### config.mk
export PLATFORM = sky130hd
export DESIGN_NAME = buzzer_scheduler
export DESIGN_NICKNAME = d
export VERILOG_FILES = /design/src/rtl/buzzer_scheduler.sv
export SDC_FILE = /design/constraint.sdc
export NUM_CORES = 1
export LEC_CHECK = 0
export ABC_CLOCK_PERIOD_IN_PS = 3500
export CORE_ASPECT_RATIO = 1.1
export CORE_UTILIZATION = 56
export CTS_CLUSTER_DIAMETER = 30
export DETAILED_ROUTE_END_ITERATION = 8
export GPL_TIMING_DRIVEN = 0
export HOLD_SLACK_MARGIN = 0.03
export PLACE_DENSITY = 0.82
export SLEW_MARGIN = 20
export SYNTH_ARGS = -nofsm -noshare
export SYNTH_HDL_FRONTEND = slang
export SYNTH_SLANG_ARGS = --single-unit
### constraint.sdc
create_clock -name clk_1kHz -period 3.5 [get_ports clk_1kHz]
set_input_delay 0.875 -clock clk_1kHz [delete_from_list [all_inputs] [get_ports clk_1kHz]]
set_output_delay 0.875 -clock clk_1kHz [all_outputs]
set_load 0.01 [all_outputs]
### src/rtl/buzzer_scheduler.sv
// Shares the clock's single piezo between alarm, hourly chime and key-click with
// fixed priority and per-source beep sequencing. Optional snooze: define BUZZ_SNOOZE_EN.
module buzzer_scheduler #(
    parameter int ALARM_ON_MS    = 300,
    parameter int ALARM_OFF_MS   = 200,
    parameter int ALARM_BEEPS    = 3,
    parameter int ALARM_PAUSE_MS = 1000,
    parameter int ALARM_GROUPS   = 4,
    parameter int CHIME_ON_MS    = 100,
    parameter int CHIME_OFF_MS   = 100,
    parameter int CHIME_BEEPS    = 2,
    parameter int KEY_MS         = 30,
    parameter int CNT_W          = 11
`ifdef BUZZ_SNOOZE_EN
    ,
    parameter int SNOOZE_MS      = 300000
`endif
) (
    input  logic       clk_1kHz,
    input  logic       rst,
    input  logic       req_alarm,
    input  logic       req_chime,
    input  logic       req_key,
    input  logic       stop,
    output logic       buzzer,
    output logic       busy,
    output logic [1:0] active_src
);

    typedef enum logic [1:0] {
        IDLE  = 2'd0,
        TONE  = 2'd1,
        GAP   = 2'd2,
        PAUSE = 2'd3
    } state_t;

    localparam logic [1:0] SRC_NONE  = 2'd0;
    localparam logic [1:0] SRC_KEY   = 2'd1;
    localparam logic [1:0] SRC_CHIME = 2'd2;
    localparam logic [1:0] SRC_ALARM = 2'd3;

    localparam logic [CNT_W-1:0] CNT_ONE       = CNT_W'(1);
    localparam logic [CNT_W-1:0] ALARM_ON_L    = CNT_W'(ALARM_ON_MS);
    localparam logic [CNT_W-1:0] ALARM_OFF_L   = CNT_W'(ALARM_OFF_MS);
    localparam logic [CNT_W-1:0] ALARM_PAUSE_L = CNT_W'(ALARM_PAUSE_MS);
    localparam logic [CNT_W-1:0] CHIME_ON_L    = CNT_W'(CHIME_ON_MS);
    localparam logic [CNT_W-1:0] CHIME_OFF_L   = CNT_W'(CHIME_OFF_MS);
    localparam logic [CNT_W-1:0] KEY_L         = CNT_W'(KEY_MS);
    localparam logic [7:0]       ALARM_BEEPS_L  = 8'(ALARM_BEEPS);
    localparam logic [7:0]       CHIME_BEEPS_L  = 8'(CHIME_BEEPS);
    localparam logic [7:0]       ALARM_GROUPS_L = 8'(ALARM_GROUPS);

    state_t           state;
    logic [CNT_W-1:0] cnt;
    logic [CNT_W-1:0] phase_len;
    logic [7:0]       beep;
    logic [7:0]       group;
    logic             pend_alarm;
    logic             pend_chime;
    logic             pend_key;
    logic             phase_end;
    logic             last_beep;
    logic             pattern_done;
    logic             stop_alarm;
    logic             alarm_go;
    logic             take_chime;
    logic             take_key;
    logic             snooze_fire;

    // Length of the phase currently being timed, chosen by phase and owner.
    always_comb begin
        phase_len = KEY_L;
        case (state)
            TONE: begin
                case (active_src)
                    SRC_ALARM: phase_len = ALARM_ON_L;
                    SRC_CHIME: phase_len = CHIME_ON_L;
                    default:   phase_len = KEY_L;
                endcase
            end
            GAP:     phase_len = (active_src == SRC_ALARM) ? ALARM_OFF_L : CHIME_OFF_L;
            PAUSE:   phase_len = ALARM_PAUSE_L;
            default: phase_len = KEY_L;
        endcase
    end

    assign phase_end = (cnt == phase_len);
    assign last_beep = ((beep + 8'd1) ==
                        ((active_src == SRC_ALARM) ? ALARM_BEEPS_L : CHIME_BEEPS_L));

    // True on the final cycle of a pattern; a same-source request then is a new event.
    assign pattern_done = phase_end &&
                          (((state == TONE) && (active_src == SRC_KEY)) ||
                           ((state == TONE) && (active_src == SRC_CHIME) && last_beep) ||
                           ((state == PAUSE) && ((group + 8'd1) == ALARM_GROUPS_L)));

    assign stop_alarm = stop && (active_src == SRC_ALARM);
    assign alarm_go   = pend_alarm && !stop && (active_src != SRC_ALARM);
    assign take_chime = (state == IDLE) && !alarm_go && pend_chime;
    assign take_key   = (state == IDLE) && !alarm_go && !pend_chime && pend_key;
    assign busy       = (state != IDLE);

    always_ff @(posedge clk_1kHz) begin
        if (rst) begin
            state      <= IDLE;
            cnt        <= CNT_ONE;
            beep       <= 8'd0;
            group      <= 8'd0;
            buzzer     <= 1'b0;
            active_src <= SRC_NONE;
            pend_alarm <= 1'b0;
            pend_chime <= 1'b0;
            pend_key   <= 1'b0;
        end else begin
            pend_alarm <= (alarm_go || stop_alarm) ? 1'b0 :
                          (pend_alarm | snooze_fire |
                           (req_alarm && ((active_src != SRC_ALARM) || pattern_done)));
            pend_chime <= take_chime ? 1'b0 :
                          (pend_chime |
                           (req_chime && ((active_src != SRC_CHIME) || pattern_done)));
            pend_key   <= take_key ? 1'b0 :
                          (pend_key |
                           (req_key && ((active_src != SRC_KEY) || pattern_done)));

            if (stop_alarm) begin
                state      <= IDLE;
                active_src <= SRC_NONE;
                buzzer     <= 1'b0;
                cnt        <= CNT_ONE;
                beep       <= 8'd0;
                group      <= 8'd0;
            end else if (alarm_go) begin
                // Alarm starts from idle or aborts a chime/key; the aborted one is dropped.
                state      <= TONE;
                active_src <= SRC_ALARM;
                buzzer     <= 1'b1;
                cnt        <= CNT_ONE;
                beep       <= 8'd0;
                group      <= 8'd0;
            end else begin
                case (state)
                    IDLE: begin
                        buzzer <= 1'b0;
                        cnt    <= CNT_ONE;
                        beep   <= 8'd0;
                        group  <= 8'd0;
                        if (take_chime) begin
                            state      <= TONE;
                            active_src <= SRC_CHIME;
                            buzzer     <= 1'b1;
                        end else if (take_key) begin
                            state      <= TONE;
                            active_src <= SRC_KEY;
                            buzzer     <= 1'b1;
                        end
                    end
                    TONE: begin
                        if (!phase_end) begin
                            cnt    <= cnt + 1'b1;
                            buzzer <= ~buzzer;
                        end else begin
                            cnt    <= CNT_ONE;
                            buzzer <= 1'b0;
                            if (active_src == SRC_KEY) begin
                                state      <= IDLE;
                                active_src <= SRC_NONE;
                            end else begin
                                beep <= beep + 8'd1;
                                if (!last_beep) begin
                                    state <= GAP;
                                end else if (active_src == SRC_ALARM) begin
                                    state <= PAUSE;
                                end else begin
                                    state      <= IDLE;
                                    active_src <= SRC_NONE;
                                end
                            end
                        end
                    end
                    GAP: begin
                        if (phase_end) begin
                            cnt    <= CNT_ONE;
                            state  <= TONE;
                            buzzer <= 1'b1;
                        end else begin
                            cnt    <= cnt + 1'b1;
                            buzzer <= 1'b0;
                        end
                    end
                    PAUSE: begin
                        buzzer <= 1'b0;
                        if (phase_end) begin
                            cnt  <= CNT_ONE;
                            beep <= 8'd0;
                            if ((group + 8'd1) == ALARM_GROUPS_L) begin
                                state      <= IDLE;
                                active_src <= SRC_NONE;
                                group      <= 8'd0;
                            end else begin
                                group  <= group + 8'd1;
                                state  <= TONE;
                                buzzer <= 1'b1;
                            end
                        end else begin
                            cnt <= cnt + 1'b1;
                        end
                    end
                    default: begin
                        state      <= IDLE;
                        active_src <= SRC_NONE;
                        buzzer     <= 1'b0;
                    end
                endcase
            end
        end
    end

`ifdef BUZZ_SNOOZE_EN
    localparam logic [18:0] SNOOZE_L     = 19'(SNOOZE_MS - 1);
    localparam logic [10:0] REPLAY_GRACE = 11'd1000;

    logic        snooze_armed;
    logic        replaying;
    logic        stop_q;
    logic        snooze_fire_q;
    logic [18:0] snooze_cnt;
    logic [10:0] replay_age;

    // A stop held over from the silencing press must not count as a second press.
    always_ff @(posedge clk_1kHz) begin
        if (rst) begin
            snooze_armed  <= 1'b0;
            replaying     <= 1'b0;
            stop_q        <= 1'b0;
            snooze_fire_q <= 1'b0;
            snooze_cnt    <= 19'd0;
            replay_age    <= 11'd0;
        end else begin
            stop_q        <= stop;
            snooze_fire_q <= 1'b0;
            if (req_alarm && (active_src != SRC_ALARM)) begin
                snooze_armed <= 1'b0;
                replaying    <= 1'b0;
            end else if (stop_alarm) begin
                replaying <= 1'b0;
                if (replaying && (replay_age < REPLAY_GRACE)) begin
                    snooze_armed <= 1'b0;
                end else begin
                    snooze_armed <= 1'b1;
                    snooze_cnt   <= SNOOZE_L;
                end
            end else if (snooze_armed) begin
                if (stop && !stop_q) begin
                    snooze_armed <= 1'b0;
                end else if (snooze_cnt == 19'd0) begin
                    snooze_armed  <= 1'b0;
                    snooze_fire_q <= 1'b1;
                    replaying     <= 1'b1;
                    replay_age    <= 11'd0;
                end else begin
                    snooze_cnt <= snooze_cnt - 19'd1;
                end
            end else if (replaying && (active_src == SRC_ALARM) &&
                         (replay_age < REPLAY_GRACE)) begin
                replay_age <= replay_age + 11'd1;
            end
        end
    end

    assign snooze_fire = snooze_fire_q;
`else
    assign snooze_fire = 1'b0;
`endif

endmodule

[Word level (Yosys, flattened, before mapping)]
Cells that the tools add are included.
Word-level totals
  register bits: 35
  bits of input ports: 6
  output and inout bits: 4
  logic and storage cells: 122
Operators by class
  add/sub/neg operators: 3
  equal/unequal tests: 24
  multiplexer cells: 41
  bitwise gates (word level): 4
  reduce and logical (&&, ||, !) cells: 40
Operators by type and width (count)
  2-to-1 mux 8 bit: 6
  case mux 11 bit (3 select lines): 1
  2-to-1 mux 2 bit: 16
  case mux 8 bit (3 select lines): 1
  case mux 11 bit (2 select lines): 1
  case mux 9 bit (2 select lines): 1
  adder 8 x 1 -> 8 bit (second input constant): 2
  case mux 8 bit (2 select lines): 1
  logical AND 1 bit: 15
  inequality test 2 bit (second input constant): 6
  inequality test 3 bit (second input constant): 4
  AND reduction 4 bit: 3
  adder 11 x 1 -> 11 bit (second input constant): 1
  == test 11 bit: 1
  2-to-1 mux 11 bit: 1
  2-to-1 mux 1 bit: 10
  == test 2 bit (second input constant): 4
  == test 8 x 2 -> 1 bit: 1
  == test 8 x 3 -> 1 bit (second input constant): 1
  inequality test 4 bit (second input constant): 2
  case mux 2 bit (4 select lines): 1
  OR reduction 2 bit: 4
  AND reduction 7 bit: 1
  logical OR 1 bit: 6
  other kinds (15): 22

[Depth between registers and ports, before layout]
  depth after elaboration: 11
  mapped depth: 12
  mapped depth without buffers: 10

[Least setup slack after synthesis]
Ideal clock, no wire load.
  path type: register to register
  start: reg state[1]
  end: reg group[2]
  library setup time: 0.132 ns
  arrival: 2.643 ns
  data required time: 3.368 ns
  path slack: 0.725 ns
  stages on the path, launching flop included: 13
  path buffers: 2
  period minus slack after synthesis: 2.775 ns
  cells stage by stage: dfxtp_1 inv_1 ha_1 buf_4 or3_1 a21o_1 a211oi_2 nand4_4 or2_1 buf_6 a21o_1 o21ai_0 a21oi_1
On the way
  word-level cells in the longest chain between the ends: 5
  elaborated cells on any way between the ends: 10
  those cells by class: eq/ne (5); mux (2); reduce/logical (3)
Ends and longest elaborated chain
  from (decl): line 53  | state_t state;
  from (signal assigned): line 105  | state <= IDLE;
  from (signal assigned): line 126  | state <= IDLE;
  from (signal assigned): line 134  | state <= TONE;
  == test 2 bit (tied with other cells): line 73, 141
  case mux 11 bit (3 select lines): line 73  | case (state)
  == test 11 bit: line 87  | assign phase_end = (cnt == phase_len);
  inequality test 2 bit (no source line)
  AND reduction 2 bit (no source line)
  to (signal assigned): line 200  | group <= group + 8'd1;
  to (decl): line 57  | logic [7:0] group;
Parallel ways exist; a longest one is shown, timed or not.
A chain may end at the register's enable or synchronous reset.

[Final worst setup path]
  start: reg state[0]
  end: reg beep[4]
On the way
  word-level cells in the longest chain between the ends: 5
  elaborated cells on any way between the ends: 12
  those cells by class: eq/ne (7); mux (2); reduce/logical (3)
Ends and longest elaborated chain
  == test 2 bit (tied with other cells): line 73, 141
  case mux 11 bit (3 select lines): line 73
  == test 11 bit: line 87
  inequality test 2 bit (no source line)
  AND reduction 4 bit (no source line)
  to (signal assigned): line 168  | beep <= beep + 8'd1;
  to (decl): line 56  | logic [7:0] beep;
Parallel ways exist; a longest one is shown, timed or not.

==> reports/results.ini <==
[run_status]
outcome=completed

[synth]
synth_top_family_by_area=simple AND/OR/NAND/NOR gates
synth_ff_type=dfxtp_1
synthAdderAreaFrac=0.0575
synth_cell_types=63
synth_warnings=0
postSynthCellCount=298
ys_ff_latch=35
synth_area_per_cell_um2=8.04
synthMuxAreaShare=0.0178
synth_xor_area_frac=0.0622
synth-simple-area-share=0.297
async_flop_share=0
synth_edf_count=0
ys_seq_area_frac=0.293
synth_compound_area_frac=0.221
synth_area_mm2=0.00239
synth_nets=315

[critical_path]
critPathRequiredTime_ns=3.73
endpoint_kind=flip-flop
crit_buf_inv=4
critPathLaunchType=flip-flop
r2r_start=state[0]$_SDFFE_PP0P_
r2r_cells=12
critical_path_class=flip-flop to flip-flop
critPathTopFamily=simple AND/OR/NAND/NOR gates
critPathSlowestCell=nor4b_1
worstPathMaxFanout=10
startpoint=state[0]$_SDFFE_PP0P_
path_cells=inv_1, ha_1, clkbuf_1, buf_2, nor3_1, nor4b_1, nand4_4, nor2_2, buf_4, nand3_1, o31a_1, nand2_1
rrSetupSlack_ns=0.29
worst_path_largest_cell_delay_ns=0.53
timing.rr.end=beep[4]$_SDFFE_PP0P_
worst-endpoint-arrival_ns=3.45

[route]
viasPerCell=6.18
post-route-drc-count=0
wirelength_um=5430
vias=2267
drtIter0Drc=107
avgRoutedWirePerCell_um=14.8
drtPass1Iterations=4
ant_nets=0

[floorplan]
io_pins=10
die-width_um=64.4
dieArea_mm2=0.00454
rows=24
dieHeight_um=70.6
start_util=0.595
coreArea_mm2=0.00402

[final_layout]
syn2layout_area_growth_pct=10.7
layout_common_cells=35 x dfxtp_1, 31 x nor2_1, 23 x nand2_1
mostFrequentLayoutCell=dfxtp_1
stdcell_area_mm2=0.00265
drive_gt1_frac=0.0952
antenna_cells=0
nets=331
num-fill-cells=371

[clock_network]
path_clk_slew_ns=0.08
cts_hold_buf=0
post-cts-setup-buffers=0
cts_buffers=5
cts.sinks=35
clkLatencyLatePin_ns=0.29
clock_tree.buffer_depth=2
htree_num_levels=2
cts_tree=yes
cts_resized=0
root_buffer=clkbuf_8

[pwr]
powerDensity_mw_per_mm2=592
vdd_ir_drop_max_mv=0.362
p_leak_uw=0.000980
power.total_uw=1570

[timing]
slew_headroom=0.402
setup_viol=0
fin_crit_sh=0.918
holdWs_ns=0.451
rsz0062_at_grt=no
tightest_slew_ns=0.895
fmax_mhz=311
finalHoldViolations=0
period_needed_ns=3.21
slew_violations=0
finalSetupTns_ns=0
clock_skew_ns=0.0101

[worst_hold_path]
hold_start=cnt[0]$_SDFF_PP1_
hold_path_class=flip-flop to flip-flop
min_path_cells=1
min_to=cnt[0]$_SDFF_PP1_

[placed_design]
gp_congestion=0.910
numPortBuffers=9
hpwl_um=3860
place_area_mm2=0.00255

[global_routing]
grt_util_all_layers=0.261
grt_antenna_before_repair=0
grt_pass1_vias=2045
overflow=0
grt_max_degree=11
grt_pass1_wl_um=9320

[run]
maxCapViolations=0

==> worst register-to-register path: stages (launching register included) <==
cell,delay [ns]
dfxtp_1,0.34
inv_1,0.17
ha_1,0.18
clkbuf_1,0.27
buf_2,0.30
nor3_1,0.09
nor4b_1,0.53
nand4_4,0.22
nor2_2,0.21
buf_4,0.21
nand3_1,0.22
o31a_1,0.34
nand2_1,0.06
==> registers in the layout (all words and copies together) (netlist names) <==
| register | count |
|---|---|
| group | 8 |
| pend_chime | 1 |
| cnt | 11 |
| beep | 8 |
| state | 2 |
| pend_key | 1 |
| pend_alarm | 1 |
| buzzer | 1 |
| active_src | 2 |
==> cells in the mapped netlist (all sizes together) (2+ instances only) <==
library cell	n	area (um^2)
nor2	32	123
o21a	2	15.0
o31a	2	17.5
a221oi	2	23.8
o21ai	12	60.1
mux2i	2	20.0
nor4b	3	26.3
o211ai	3	22.5
and3	6	37.5
nand3b	3	22.5
buf	9	61.3
a22o	2	17.5
or2	5	31.3
o31ai	2	28.8
inv	8	30.0
nand2	23	86.3
mux2	2	22.5
nand2b	9	56.3
and2	3	18.8
xor2	6	52.6
a21o	6	45.0
a32oi	2	17.5
nand4b	2	17.5
o2111ai	2	17.5
ha	11	138
clkbuf	9	33.8
a211oi	6	55.1
nor3b	3	22.5
a31oi	5	31.3
dfxtp	35	701
nand3	22	115
and4	3	26.3
or3	3	18.8
a21oi	16	83.8
nor3	8	40.0
nand4	4	40.0
xnor2	11	96.3
==> per-stage QoR <==
stage / cells / setup WS, ns / util
after floorplan: 298 / 0.725 / -
after global placement: 359 / 0.435 / 0.634
after detailed placement: 359 / 0.378 / 0.634
after CTS: 367 / 0.340 / 0.659
after global routing: 367 / 0.166 / 0.659
final: 367 / 0.289 / 0.659
==> worst max-delay path by stage <==
| stage | endpoint | slack (ns) | cells past startpoint |
|---|---|---|---|
| after floorplan | group[2]$_SDFFE_PP0P_ | 0.72 | 12 |
| after global placement | beep[4]$_SDFFE_PP0P_ | 0.44 | 12 |
| after detailed placement | beep[4]$_SDFFE_PP0P_ | 0.38 | 12 |
| after CTS | beep[4]$_SDFFE_PP0P_ | 0.34 | 12 |
| after global routing | beep[4]$_SDFFE_PP0P_ | 0.17 | 12 |
| final | beep[4]$_SDFFE_PP0P_ | 0.29 | 12 |
==> area by class of cell <==
| class | instances | area [um^2] | area share |
|---|---|---|---|
| buffer | 18 | 95.1 | 0.0359 |
| inverter | 8 | 30.0 | 0.0113 |
| tap | 52 | 65.1 | 0.0246 |
| multi-input combinational | 237 | 1570 | 0.592 |
| timing repair buffer | 9 | 90.1 | 0.0340 |
| clock buffer | 8 | 100 | 0.0378 |
| sequential | 35 | 701 | 0.264 |
==> per-layer routing <==
metal / up-vias / global-route usage / part of all wire
met3: 9 / 0.0468 / 0.040
li1: 1123 / - / -
met2: 49 / 0.413 / 0.47
met4: 0 / 0.123 / 0.019
met1: 1086 / 0.344 / 0.47
met5: - / 0 / 0
==> power by group <==
group,switching [uW],internal [uW],total (uW)
Sequential,42.3,439,481
Clock,147,180,327
Combinational,458,304,762
Total,647,923,1570
==> logic make-up (layout without fill, tap and decap cells) <==
kind of cell | Yosys count | after routing
fa+ha+maj | 11 | 11
xor+xnor | 17 | 17
buf+inv | 26 | 43
compound gates | 72 | 72
flops | 35 | 35
simple gates | 133 | 133
mux | 4 | 4
(Power assumes the default switching activity.)
